===== src/rtl/multicycle_pkg.sv =====
// Shared types and constants for the multi-cycle RV32I control sequencer:
// state encoding, RV32I major opcodes, the decoded control word and trap causes.
package multicycle_pkg;

  typedef enum logic [2:0] {
    S_START     = 3'd0,
    S_FETCH     = 3'd1,
    S_DECODE    = 3'd2,
    S_EXECUTE   = 3'd3,
    S_MEM       = 3'd4,
    S_WRITEBACK = 3'd5,
    S_TRAP      = 3'd6
  } state_e;

  // RV32I major opcodes (instruction bits [6:0])
  localparam logic [6:0] OP_LUI    = 7'b0110111;
  localparam logic [6:0] OP_AUIPC  = 7'b0010111;
  localparam logic [6:0] OP_JAL    = 7'b1101111;
  localparam logic [6:0] OP_JALR   = 7'b1100111;
  localparam logic [6:0] OP_BRANCH = 7'b1100011;
  localparam logic [6:0] OP_LOAD   = 7'b0000011;
  localparam logic [6:0] OP_STORE  = 7'b0100011;
  localparam logic [6:0] OP_ALUI   = 7'b0010011;
  localparam logic [6:0] OP_ALUR   = 7'b0110011;

  // Register-file write-data source
  localparam logic [1:0] RDV_PC4 = 2'b00;
  localparam logic [1:0] RDV_ALU = 2'b01;
  localparam logic [1:0] RDV_IMM = 2'b10;
  localparam logic [1:0] RDV_MEM = 2'b11;

  // Trap causes
  localparam logic [1:0] TRAP_NONE    = 2'b00;
  localparam logic [1:0] TRAP_ILLEGAL = 2'b01;
  localparam logic [1:0] TRAP_TIMEOUT = 2'b10;

  typedef struct packed {
    logic       sel_op1;    // 1 = rs1v, 0 = PC
    logic       sel_op2;    // 1 = rs2v, 0 = immediate
    logic [1:0] sel_rdv;    // rd source, RDV_*
    logic       is_load;
    logic       is_store;
    logic       is_branch;
    logic       is_jump;    // JAL / JALR: next PC comes from the ALU
    logic       legal;
  } ctrl_t;

  localparam ctrl_t CTRL_NOP = '0;

endpackage


===== src/rtl/multicycle_decoder.sv =====
// Combinational opcode decoder: maps the 7-bit RV32I major opcode onto the
// control word consumed by the sequencer. Unlisted opcodes decode as illegal.
module multicycle_decoder
  import multicycle_pkg::*;
(
  input  logic [6:0] opcode,
  output ctrl_t      ctrl
);

  // Opcode to control-word lookup
  always_comb begin
    // NOTE: every output gets a default before the case so no path leaves
    // a bit unassigned; otherwise synthesis infers a latch.
    ctrl = CTRL_NOP;
    case (opcode)
      OP_ALUR: begin
        ctrl.legal   = 1'b1;
        ctrl.sel_op1 = 1'b1;
        ctrl.sel_op2 = 1'b1;
        ctrl.sel_rdv = RDV_ALU;
      end
      OP_ALUI: begin
        ctrl.legal   = 1'b1;
        ctrl.sel_op1 = 1'b1;
        ctrl.sel_rdv = RDV_ALU;
      end
      OP_LUI: begin
        ctrl.legal   = 1'b1;
        ctrl.sel_rdv = RDV_IMM;
      end
      OP_AUIPC: begin
        ctrl.legal   = 1'b1;
        ctrl.sel_rdv = RDV_ALU;
      end
      OP_JAL: begin
        ctrl.legal   = 1'b1;
        ctrl.is_jump = 1'b1;
        ctrl.sel_rdv = RDV_PC4;
      end
      OP_JALR: begin
        ctrl.legal   = 1'b1;
        ctrl.is_jump = 1'b1;
        ctrl.sel_op1 = 1'b1;
        ctrl.sel_rdv = RDV_PC4;
      end
      OP_LOAD: begin
        ctrl.legal   = 1'b1;
        ctrl.is_load = 1'b1;
        ctrl.sel_op1 = 1'b1;
        ctrl.sel_rdv = RDV_MEM;
      end
      OP_STORE: begin
        ctrl.legal    = 1'b1;
        ctrl.is_store = 1'b1;
        ctrl.sel_op1  = 1'b1;
      end
      OP_BRANCH: begin
        // ALU forms the target PC + imm; the comparator result arrives separately
        ctrl.legal     = 1'b1;
        ctrl.is_branch = 1'b1;
      end
      default: ctrl = CTRL_NOP;
    endcase
  end

endmodule


===== src/rtl/multicycle_controller.sv =====
// Multi-cycle RV32I control sequencer: START/FETCH/DECODE/EXECUTE/MEM/
// WRITEBACK/TRAP. Handshakes with variable-latency memory, traps illegal
// opcodes and memory stalls longer than STALL_TIMEOUT (0 = never), and pulses
// retire on the last cycle of every instruction.
// Optional build macro MULTICYCLE_PERF_COUNTERS_EN adds cycle/instret counters;
// without it both counter ports are tied to zero.
module multicycle_controller
  import multicycle_pkg::*;
#(
  parameter int STALL_TIMEOUT = 255,
  parameter int CNT_W         = 64
) (
  input  logic             clk,
  input  logic             rst_n,
  input  logic [6:0]       opcode,
  input  logic             branch_taken,
  input  logic             mem_ready,
  output logic             mem_req,
  output logic             mem_we,
  output logic             sel_addr,
  output logic             ir_we,
  output logic             pc_we,
  output logic             sel_pc_next,
  output logic             reg_we,
  output logic             sel_op1,
  output logic             sel_op2,
  output logic [1:0]       sel_rdv,
  output logic             retire,
  output logic             halted,
  output logic [1:0]       trap_cause,
  output logic [2:0]       state,
  output logic [CNT_W-1:0] cycle_count,
  output logic [CNT_W-1:0] instret_count
);

  // Wait counter only has to reach STALL_TIMEOUT-1; the trap fires on the
  // cycle it would step to STALL_TIMEOUT.
  localparam int WAIT_W = (STALL_TIMEOUT > 1) ? $clog2(STALL_TIMEOUT) : 1;
  localparam logic [WAIT_W-1:0] WAIT_LAST = WAIT_W'(STALL_TIMEOUT - 1);

  state_e            state_q, state_d;
  ctrl_t             ctrl_q, ctrl_dec;
  logic [1:0]        trap_q, trap_d;
  logic [WAIT_W-1:0] wait_q;
  logic              timeout_hit;
  logic              mem_state;

  multicycle_decoder u_decoder (
    .opcode (opcode),
    .ctrl   (ctrl_dec)
  );

  assign mem_state   = (state_q == S_FETCH) || (state_q == S_MEM);
  // A mem_ready arriving on the timeout cycle wins over the trap.
  assign timeout_hit = (STALL_TIMEOUT != 0) && (wait_q == WAIT_LAST) && !mem_ready;

  // Next-state and trap-cause selection
  always_comb begin
    state_d = state_q;
    trap_d  = trap_q;
    case (state_q)
      S_START: state_d = S_FETCH;
      S_FETCH: begin
        if (mem_ready) begin
          state_d = S_DECODE;
        end else if (timeout_hit) begin
          state_d = S_TRAP;
          trap_d  = TRAP_TIMEOUT;
        end
      end
      S_DECODE: begin
        if (!ctrl_dec.legal) begin
          state_d = S_TRAP;
          trap_d  = TRAP_ILLEGAL;
        end else begin
          state_d = S_EXECUTE;
        end
      end
      S_EXECUTE: begin
        if (!ctrl_q.legal) begin
          // Unreachable: DECODE never advances on an illegal word
          state_d = S_TRAP;
          trap_d  = TRAP_ILLEGAL;
        end else if (ctrl_q.is_branch) begin
          state_d = S_FETCH;
        end else if (ctrl_q.is_load || ctrl_q.is_store) begin
          state_d = S_MEM;
        end else begin
          state_d = S_WRITEBACK;
        end
      end
      S_MEM: begin
        if (mem_ready) begin
          state_d = ctrl_q.is_store ? S_FETCH : S_WRITEBACK;
        end else if (timeout_hit) begin
          state_d = S_TRAP;
          trap_d  = TRAP_TIMEOUT;
        end
      end
      S_WRITEBACK: state_d = S_FETCH;
      S_TRAP:      state_d = S_TRAP;
      default:     state_d = S_START;
    endcase
  end

  // Datapath control decoded from the current state and the latched control word
  always_comb begin
    mem_req     = 1'b0;
    mem_we      = 1'b0;
    sel_addr    = 1'b0;
    ir_we       = 1'b0;
    pc_we       = 1'b0;
    sel_pc_next = 1'b0;
    reg_we      = 1'b0;
    sel_op1     = 1'b0;
    sel_op2     = 1'b0;
    sel_rdv     = RDV_PC4;
    retire      = 1'b0;
    halted      = 1'b0;
    case (state_q)
      S_FETCH: begin
        mem_req = 1'b1;
        ir_we   = mem_ready;
      end
      S_EXECUTE: begin
        sel_op1 = ctrl_q.sel_op1;
        sel_op2 = ctrl_q.sel_op2;
        if (ctrl_q.is_branch) begin
          pc_we       = 1'b1;
          sel_pc_next = branch_taken;
          retire      = 1'b1;
        end
      end
      S_MEM: begin
        mem_req  = 1'b1;
        sel_addr = 1'b1;
        mem_we   = ctrl_q.is_store;
        if (ctrl_q.is_store && mem_ready) begin
          pc_we  = 1'b1;
          retire = 1'b1;
        end
      end
      S_WRITEBACK: begin
        reg_we      = 1'b1;
        sel_rdv     = ctrl_q.sel_rdv;
        pc_we       = 1'b1;
        sel_pc_next = ctrl_q.is_jump;
        retire      = 1'b1;
      end
      S_TRAP:  halted = 1'b1;
      default: ;
    endcase
  end

  // State, control word, trap cause and memory wait counter
  always_ff @(posedge clk) begin
    if (!rst_n) begin
      // NOTE: the control word is a handful of flops feeding output decode,
      // so it is reset like the rest of the control state (a RAM would not be).
      state_q <= S_START;
      ctrl_q  <= CTRL_NOP;
      trap_q  <= TRAP_NONE;
      wait_q  <= '0;
    end else begin
      // NOTE: non-blocking assignments so every flop samples pre-edge values.
      state_q <= state_d;
      trap_q  <= trap_d;
      if (state_q == S_DECODE) begin
        ctrl_q <= ctrl_dec;
      end
      if ((state_d != state_q) && ((state_d == S_FETCH) || (state_d == S_MEM))) begin
        wait_q <= '0;
      end else if (mem_state && !mem_ready) begin
        wait_q <= wait_q + WAIT_W'(1);
      end
    end
  end

  assign state      = state_q;
  assign trap_cause = trap_q;

`ifdef MULTICYCLE_PERF_COUNTERS_EN
  logic [CNT_W-1:0] cyc_q, ins_q;

  // Performance counters: saturating, frozen in START and TRAP
  always_ff @(posedge clk) begin
    if (!rst_n) begin
      cyc_q <= '0;
      ins_q <= '0;
    end else if ((state_q != S_START) && (state_q != S_TRAP)) begin
      if (cyc_q != '1) begin
        cyc_q <= cyc_q + CNT_W'(1);
      end
      if (retire && (ins_q != '1)) begin
        ins_q <= ins_q + CNT_W'(1);
      end
    end
  end

  assign cycle_count   = cyc_q;
  assign instret_count = ins_q;
`else
  assign cycle_count   = '0;
  assign instret_count = '0;
`endif

endmodule

===== config.mk =====
export PLATFORM = sky130hd
export DESIGN_NAME = multicycle_controller
export DESIGN_NICKNAME = d
export VERILOG_FILES = /design/src/rtl/multicycle_pkg.sv /design/src/rtl/multicycle_decoder.sv /design/src/rtl/multicycle_controller.sv
export SDC_FILE = /design/constraint.sdc
export NUM_CORES = 1
export LEC_CHECK = 0
export CORE_AREA = 3 3 85 87
export DETAILED_ROUTE_END_ITERATION = 12
export DIE_AREA = 0 0 88 90
export PLACE_DENSITY = 0.81
export SLEW_MARGIN = 20
export SYNTH_ARGS = -nofsm -noshare
export SYNTH_HDL_FRONTEND = slang
export SYNTH_HIERARCHICAL = 1
export SYNTH_SLANG_ARGS = --single-unit

===== constraint.sdc =====
create_clock -name clk -period 3.1 [get_ports clk]
set_input_delay 0.775 -clock clk [delete_from_list [all_inputs] [get_ports clk]]
set_output_delay 0.775 -clock clk [all_outputs]
set_load 0.02 [all_outputs]

==> results.md <==
- In this run the power density over the cells is 405 mW/mm^2.
- The number of enable flip-flop cells after synthesis is 0.
- Of the cells placed in the final design, the portion with a size suffix greater than 1 is 12.6%.
- The most used standard cell by instance count after synthesis is sky130_fd_sc_hd__buf_4.
- The sum of buffers and inverters on the critical path is 3.
- The average wire per cell in the routed design is 11.0 um.
- The first global-routing pass estimated 6920 um of wire.
- Of the total synthesized cell area, the portion taken by full adders, half adders and majority gates is 1.41%.
- The area of the placeable core is 0.00642 mm^2.
- The routed via count divided by cell count is 4.13.
- The critical path crosses 4 cells after its start point.
- The final instance count without filler cells is 410.
- 157 I/O pins were placed.
- The leakage power of the design is 1.16 nW.
- The worst setup path startpoint is mem_ready.
- The clock drives 22 sinks.
- The worst register-to-register path has a depth of 7.
- The setup TNS is 0 ps.
- Of the available clock period, the critical path in the final layout requires 97.8%.
- The number of pins exceeding their max-slew limit in the final report is 0.
- The final period demand of the worst path is 3030 ps.
- The area growth from synthesis to final layout is 1.41%.
- The number of warnings issued by yosys is 6.
- The TritonCTS clock tree is yes.
- The total inserted antenna cells is 0.
- The number of setup buffers added after CTS is 0.
- The synthesized netlist contains 56 unique library cells.
- The cell with the largest stage delay on the worst path is sky130_fd_sc_hd__clkdlybuf4s50_1.
- The cell sitting at the root of the clock tree is a sky130_fd_sc_hd__clkbuf_8.
- The netlist area before placement is 0.00249 mm^2.
- For this configuration, the core starts out at a cell density of 38.7%.
- The number of cells produced by synthesis is 295.
- The overall fraction of global-route tracks in use is 10.8%.
- The element type at the critical path start is a primary input.
- Entering global routing, the biggest net connects 21 pins.
- The primary flip-flop cell chosen by synthesis mapping is sky130_fd_sc_hd__dfxtp_1.
- The overall power consumption is 1.02 mW.
- The largest fanout on the critical path is 7.
- The H-tree depth is 1.
- The delay of the slowest cell on the worst path is 600 ps.
- Each instance of the synthesized netlist takes up on average 8.43 um^2.
- The HPWL reported at the end of detailed placement is 3680 um.
- The vertical die dimension is 90 um.
- The signal on the critical path passes through clkdlybuf4s50_1 > buf_4 > and3b_1 > clkdlybuf4s50_1.
- By count the netlist is led by sky130_fd_sc_hd__buf_4 (130), sky130_fd_sc_hd__dfxtp_1 (22), sky130_fd_sc_hd__nor2_1 (14), sky130_fd_sc_hd__nand2_1 (13), sky130_fd_sc_hd__mux2i_1 (12).
- The minimum setup slack in the final design is 68.7 ps.
- The source-to-sink clock delay at the later pin of the worst-skew pair is 280 ps.
- Clock-pin slew was measured on the worst setup and hold paths at 80 ps.
- The die area is 0.00792 mm^2.
- In the synthesized netlist the async set-or-reset flop fraction comes to 0%.
- IR analysis of the VDD net gives a maximum drop of 0.184 mV.
- The cell class contributing the biggest share of worst-path delay is buffers and inverters.
- The final layout contains 347 nets.
- Setup repair after global routing left no endpoint under its margin.
- For the worst setup path, the data required time is 2320 ps.
- The detail route stage leaves a number of antenna-violating nets equal to 0.
- The largest area contributor in the netlist is sky130_fd_sc_hd__buf_4.
- The post-synthesis mux area share is 4.83%.
- The simple-gate share of the synthesized area is 20.8%.
- The arrival time at the worst endpoint is 2260 ps.
- The combinational family with the most area after synthesis is buffers and inverters.
- In this run the most critical hold path is launched from trap_cause[0]$_SDFFE_PN0P_.
- The critical path endpoint category is a primary output.
- The maximum buffer depth of the clock tree is 2.
- The total count of hold-check failures in the final report is 0.
- In this run, the number of DRC markers left after iteration 0 of detailed routing was 167.
- The final global-route overflow total is 0.
- In the routed design, unresolved DRC markers number 0.
- The number of register bits inferred by synthesis is 22.
- The number of buffers added by the clock tree synthesis step is 3.
- The cell count after placement is 406.
- The flow ran to the end, and the final reports show no timing, DRC or antenna violations.
- The type of the worst min-delay path is register to register.
- After synthesis, flip-flops and latches occupy 17.7% of the total area.
- The number of global-route vias before repair was 1,414.
- The number of cells on the worst hold path is 2.
- The maximum clock frequency is 330 MHz.
- The synthesized design devotes to its leading area cell type 39.3% of total area.
- During placement, the flow inserted port buffers numbering 28.
- The number of antenna violations at the first check in global routing came to 0.
- The startpoint identified for the worst register-to-register timing path is wait_q[0]$_SDFFE_PP0P_.
- For the final database, setup skew stands at 3.06 ps.
- Row generation in the floorplan step produced 29 rows.
- Ranked by total cell area, the synthesized netlist is headed by sky130_fd_sc_hd__buf_4 (39%), sky130_fd_sc_hd__dfxtp_1 (18%), sky130_fd_sc_hd__mux2i_1 (4.8%).
- The setup slack at placement is -84.8 ps.
- The number of setup violations in the final report is 0.
- The synthesized-area fraction occupied by ao, oa, aoi and oai cells is 9.51%.
- At the end of routability-driven placement, the weighted congestion stood at 0.825.
- The number of iterations in the first detailed-routing pass is 4.
- Across the run, the number of max-cap violations was 0.
- Counting stages on the worst path, the most repeated cell is sky130_fd_sc_hd__clkdlybuf4s50_1.
- In the final layout, flip-flops and latches occupy 440 um^2.
- The via total after detailed routing is 1,693.
- The number of filler instances in the final layout is 635.
- The die width is 88 um.
- By startpoint and endpoint, the worst setup path is classified as primary input to primary output.
- The multi-input combinational cell area is 0.00147 mm^2.
- After detailed routing, the total wire length is 4500 um.
- The XOR/XNOR share of the synthesized area is 3.22%.
-- layout by cell type, fill, tap and decap left out, drive strengths merged, types with 3 or more instances in the layout --
master / netlist / final
clkbuf: 4 / 3
nand4: 3 / 3
mux2i: 12 / 12
nor2: 14 / 14
xor2: 5 / 5
nor4: 3 / 3
inv: 4 / 4
dfxtp: 22 / 22
clkdlybuf4s50: 0 / 26
and2: 3 / 3
nand4b: 3 / 3
nor3: 12 / 12
nor3b: 5 / 5
conb: 1 / 128
o21ai: 5 / 5
buf: 136 / 19
nand2: 13 / 13
nor2b: 6 / 6
and3: 3 / 3
nand3: 7 / 7
-- cells by family after synthesis --
logic type,after synthesis
buffers and inverters,144
other,1
adders and majority gates,3
xor gates and xnor gates,7
DFF,22
and+or+nand+nor,83
muxes,12
AOI/OAI and AO/OA,23
-- path summary, 6_finish.rpt --
check / slack (ps) / endpoint
worst max-delay path: 70 / ir_we
worst min-delay path: 470 / trap_cause[0]$_SDFFE_PN0P_
worst max register to register: 1020 / wait_q[5]$_SDFFE_PP0P_
worst min register to register: 470 / trap_cause[0]$_SDFFE_PN0P_
-- per-stage QoR --
stage	utilization [%]	hold WS, ps	instance area [um^2]
2_1_floorplan	-	452	2960
3_3_place_gp	38.1	451	2440
3_5_place_dp	38.1	464	2440
4_1_cts	39.2	475	2520
5_1_grt	39.3	507	2520
6_report	39.3	471	2520
-- registers in the layout, indices dropped and copies added (netlist names) --
name,count
wait_q,8
ctrl_q,9
state,3
trap_cause,2
-- layout make-up --
cell class / instances / share of cell area (%)
Multi-Input combinational cell: 256 / 58.3
Inverter: 4 / 0.596
Sequential cell: 22 / 17.5
Tap cell: 77 / 3.82
Timing Repair Buffer: 47 / 17.0
Clock buffer: 3 / 1.64
Clock inverter: 1 / 1.19
-- timing repair --
action                                  4_1_cts  5_1_grt
hold buffers                                  0        0
gates resized for setup                       0        2
hold endpoints to repair                      0        0
endpoints found under the setup margin        0        2
-- metal layers --
| layer | vias up | share of wire (%) | GRT usage (%) |
|---|---|---|---|
| li1 | 816 | - | - |
| met1 | 774 | 41 | 13.2 |
| met2 | 98 | 48 | 18.5 |
| met3 | 5 | 9.3 | 2.47 |
| met4 | 0 | 1.2 | 3.07 |
| met5 | - | 0 | 0 |
-- power breakdown --
part	total, mW	switching, mW	internal [mW]
registers	0.311	0.0167	0.295
clock network	0.278	0.105	0.173
logic	0.432	0.299	0.134
-- tightest hold or removal path: stages, from the launching register on --
cell and delay (ps):
sky130_fd_sc_hd__dfxtp_1 320, sky130_fd_sc_hd__nand2_1 50, sky130_fd_sc_hd__mux2i_1 50
(Power assumes the default switching activity.)
